<file path="src/rtl/timer_sched_ctrl.sv">
// timer_sched_ctrl: prescaled up/down period timer with one-shot/periodic modes and a sticky irq
module timer_sched_ctrl #(
  parameter int WIDTH     = 16,
  parameter int PSC_WIDTH = 8
) (
  input  logic                 clk,
  input  logic                 rst,
  input  logic                 start,
  input  logic                 stop,
  input  logic                 mode,
  input  logic                 dir,
  input  logic [PSC_WIDTH-1:0] psc,
  input  logic [WIDTH-1:0]     period,
  input  logic                 irq_clr,
  output logic [WIDTH-1:0]     count,
  output logic                 busy,
  output logic                 tick,
  output logic                 irq
);
  typedef enum logic {IDLE, RUN} state_t;
  state_t state, state_nx;
  logic sh_mode, sh_dir;
  logic [PSC_WIDTH-1:0] sh_psc, psc_cnt;
  logic [WIDTH-1:0] sh_period;
  logic load, run, en, evt;
  always_ff @(posedge clk or negedge rst)
    if (!rst) state <= IDLE;
    else state <= state_nx;
  // stop beats start; a restart or stop suppresses counting on its edge
  always_comb begin
    run = state == RUN;
    load = start && !stop;
    en = run && !stop && !start && psc_cnt == sh_psc;
    evt = en && (sh_dir ? count == sh_period : count == '0);
    state_nx = stop ? IDLE : start ? RUN : (evt && !sh_mode) ? IDLE : state;
  end
  assign busy = state == RUN;
  always_ff @(posedge clk or negedge rst)
    if (!rst) begin
      count <= '0;
      psc_cnt <= '0;
      sh_mode <= 1'b0;
      sh_dir <= 1'b0;
      sh_psc <= '0;
      sh_period <= '0;
      tick <= 1'b0;
      irq <= 1'b0;
    end else begin
      tick <= evt;
      irq <= evt || (irq && !irq_clr);
      if (load) begin
        sh_mode <= mode;
        sh_dir <= dir;
        sh_psc <= psc;
        sh_period <= period;
        psc_cnt <= '0;
        count <= dir ? '0 : period;
      end else if (run && !stop) begin
        psc_cnt <= en ? '0 : psc_cnt + 1'b1;
        if (en)
          count <= evt ? (sh_dir ? '0 : sh_period) : (sh_dir ? count + 1'b1 : count - 1'b1);
      end
    end
endmodule

</file>
<file path="config.mk">
export PLATFORM = sky130hd
export DESIGN_NAME = timer_sched_ctrl
export DESIGN_NICKNAME = d
export VERILOG_FILES = /design/src/rtl/timer_sched_ctrl.sv
export SDC_FILE = /design/constraint.sdc
export NUM_CORES = 1
export LEC_CHECK = 0
export CAP_MARGIN = 15
export CORE_MARGIN = 8
export CORE_UTILIZATION = 40
export DETAILED_ROUTE_END_ITERATION = 10
export HOLD_SLACK_MARGIN = 0.02
export SYNTH_ARGS = -nofsm -noshare
export SYNTH_HDL_FRONTEND = slang
export SYNTH_SLANG_ARGS = --single-unit
</file>
<file path="constraint.sdc">
create_clock -name clk -period 3.2 [get_ports clk]
set_input_delay 0.32 -clock clk [delete_from_list [all_inputs] [get_ports clk]]
set_output_delay 0.32 -clock clk [all_outputs]
set_load 0.03 [all_outputs]
</file>
==> impl_metrics.toml <==
[worst_setup_path]
worst_setup_path_end_kind = "flip-flop"
worst-endpoint-arrival_ns = 2.93
critical_path_cell_list = "inv_1 > ha_1 > o211ai_1 > o21a_1 > o31ai_1 > a31oi_1 > o21a_1 > o21ai_0 > a21oi_1"
crit_path_frequent_cell = "sky130_fd_sc_hd__o21a_1"
worst-path-max-fanout = 16
worst_setup_path_start_kind = "flip-flop"
slowest_stage = "sky130_fd_sc_hd__ha_1"
crit_required_ns = 3.39
timing.setup.critical_path_class = "reg -> reg"
worst_path_largest_cell_delay_ns = 0.47

[timing]
final.setup.worst_slack_ns = 0.4652
setup_tns_ns = 0
timing.max_slew.rel_slack_pct = 37.38
post-route-period-util_pct = 85.46
report.final.setup_viol = 0
worstMarginPinSlew_ns = 0.9382
rsz0062_at_grt = "no"
fmax_mhz = 365.7
fin_worst_hold_slack_ns = 0.05292
timing_hold_violations_final = 0
slew_viol_final = 0
final_period_minus_worst_setup_slack_ns = 2.735
final.setup_skew_ns = 0.006270

[logic_synthesis]
sequential_fraction_of_the_synthesis_area_pct = 38.12
yosys_warnings = 0
synth_largest_type_area_fraction_pct = 38.12
post_synth_num_cell_types = 44
syn-cell-area_sq_um = 3480
synth_top_area_cell = "sky130_fd_sc_hd__dfrtp_1"
synth_seq_cells = 53
ys_dominant_reg_cell = "sky130_fd_sc_hd__dfrtp_1"
syn_inst = 375
syn-num-nets = 422
synth_edf_count = 0
synth-async-reset-ratio_pct = 100.0
syn_area_per_cell_sq_um = 9.279
synth_top_cells_by_area = "sky130_fd_sc_hd__dfrtp_1 (38%), sky130_fd_sc_hd__mux2_2 (8.1%), sky130_fd_sc_hd__xnor2_1 (7.8%), sky130_fd_sc_hd__a21oi_1 (5.8%), sky130_fd_sc_hd__ha_1 (5.4%)"

[final_layout]
fillCellCount = 850
finish.utilization_pct = 48.76
area_delta_synth_final_pct = 20.42
finish.cell_count_without_fillers = 533
nets = 471
post_route_cells_drive_above_1_share_pct = 13.65
insertedDiodeCount = 0

[power_and_ir_drop]
leakage_power_summed_over_all_cells_nw = 1.607
power_per_cell_area_nw_per_um2 = 769.1
vdd_ir_drop_max_v = 0.0004633

[cts]
worst_skew_pair.late_latency_ns = 0.31
cts_hold_buf = 0
cts_num_sinks = 53
cts_setup_buffers = 0
tritoncts.num_buffers = 5
worst_setup_hold_path_clk_slew_ns = 0.10
post_cts.resized_instances = 0
clock_tree_from_tritoncts = "built"
cts.root.buffer_cell = "sky130_fd_sc_hd__clkbuf_8"
cts.htree.levels = 2
clk_path_buf_depth = 2

[grt]
largest_net_degree_at_the_start_of_global_routing = 32
first_global_vias = 2968
initial_antenna_violation_count = 0
global_route.usage.total_pct = 15.54
grt.overflow.total = 0
grt_pass1_wl_mm = 14.79

[floorplan]
die_area_sq_um = 11940
die_w_microns = 109.3
floorplan.initialDensity_pct = 40.49
pin_count = 50
core.rowCount = 34
die_h_microns = 109.3
core-area_sq_um = 8593

[place]
dp.cells = 525
numPortBuffers = 49
dp_hpwl_mm = 6.745
gp_routability_congestion = 0.8682
place_ws_ns = 0.3016

[drt]
drt_pre_antenna_iters = 4
routed_via_density = 5.435
detail_route.wirelength_mm = 8.931
route.detailed.wl_per_inst_microns = 16.76
drt_iter0_drc = 138
drc = 0
ant_nets = 0
via_count = 2897

[flow_run]
cap_violations = 0

[worst_hold_path]
holdCritPathClass = "in -> async"

[status]
outcome = "complete, no violations"
## cell usage in the layout (no fill, tap or decap), types with 14 or more instances in the layout
| cell type | n |
|---|---|
| sky130_fd_sc_hd__nor2_1 | 45 |
| sky130_fd_sc_hd__nand3b_1 | 14 |
| sky130_fd_sc_hd__dfrtp_1 | 53 |
| sky130_fd_sc_hd__ha_1 | 15 |
| sky130_fd_sc_hd__nand2_1 | 18 |
| sky130_fd_sc_hd__xnor2_1 | 31 |
| sky130_fd_sc_hd__o21ai_0 | 25 |
| sky130_fd_sc_hd__clkdlybuf4s50_1 | 48 |
| sky130_fd_sc_hd__mux2_2 | 25 |
| sky130_fd_sc_hd__a21oi_1 | 40 |
## per-layer routing
| layer | vias to the layer above | global-route usage, % | share of wire [%] |
|---|---|---|---|
| li1 | 1445 | - | - |
| met1 | 1379 | 20.60 | 47 |
| met2 | 64 | 25.61 | 47 |
| met3 | 9 | 2.423 | 4.7 |
| met4 | 0 | 4.436 | 1.4 |
| met5 | - | 0 | 0 |
## area by class of cell
type,count,area [sq um],area share (%)
Sequential cell,53,1326,31.65
Inverter,7,26.28,0.6271
Tap cell,108,135.1,3.225
Clock inverter,3,22.52,0.5375
Clock buffer,5,68.82,1.642
Timing Repair Buffer,56,538.0,12.84
Multi-Input combinational cell,301,2073,49.48
## stage by stage
step | power, mW | cell area [sq um]
after floorplan | 2.279 | 3480
final | 3.223 | 4190
after detailed placement | 2.848 | 4099
after global placement | 2.834 | 4099
after global routing | 3.468 | 4190
after CTS | 3.252 | 4190
## power by group
| part | switching (mW) | internal (mW) | total (mW) |
|---|---|---|---|
| Sequential | 0.230 | 0.814 | 1.04 |
| Clock | 0.237 | 0.154 | 0.391 |
| Combinational | 1.00 | 0.783 | 1.79 |
| Total | 1.47 | 1.75 | 3.22 |
## cells by family after synthesis
family	count (synthesis)	share of synthesized area, %
AND/OR/NAND/NOR	120	17.58
AO/OA/AOI/OAI	100	17.66
flip-flops	53	38.12
XOR/XNOR	40	10.07
multiplexers	25	8.091
buffers and inverters	21	2.517
adder cells (fa/ha/maj)	16	5.969
## state kept, by name (all words and copies together), names as in the netlist
register / flops
count: 16
sh_period: 16
psc_cnt: 8
sh_psc: 8
busy: 1
irq: 1
sh_dir: 1
sh_mode: 1
tick: 1
## critical path, delay by kind of cell, from the launching register on
kind / cells / cell delay (ns)
AOI/OAI and AO/OA: 7 / 1.37
adders and majority gates: 1 / 0.47
buffers and inverters: 1 / 0.31
DFF: 1 / 0.46
## synth_stat cells (all sizes together), types with 7 or more instances
library cell	instances
nand3b	14
inv	7
o21ai	25
clkbuf	8
xor2	9
mux2	25
ha	15
a21oi	49
nand2	18
xnor2	31
nand4	9
nor2	46
a31oi	7
dfrtp	53
## final timing paths
path                                          start               endpoint  slack [ns]  depth (start not counted)
worst max-delay path             sh_dir$_DFFE_PN0P_  count[13]$_DFFE_PN0P_        0.47                          9
worst min-delay path                            rst  sh_psc[0]$_DFFE_PN0P_        0.05                          1
worst max register to register   sh_dir$_DFFE_PN0P_  count[13]$_DFFE_PN0P_        0.47                          9
worst min register to register  sh_mode$_DFFE_PN0P_    sh_mode$_DFFE_PN0P_        0.52                          1
max in group asynchronous                       rst  count[15]$_DFFE_PN0P_        2.37                          2
min in group clk                sh_mode$_DFFE_PN0P_    sh_mode$_DFFE_PN0P_        0.52                          1
Power figures use the tool's default switching activity.
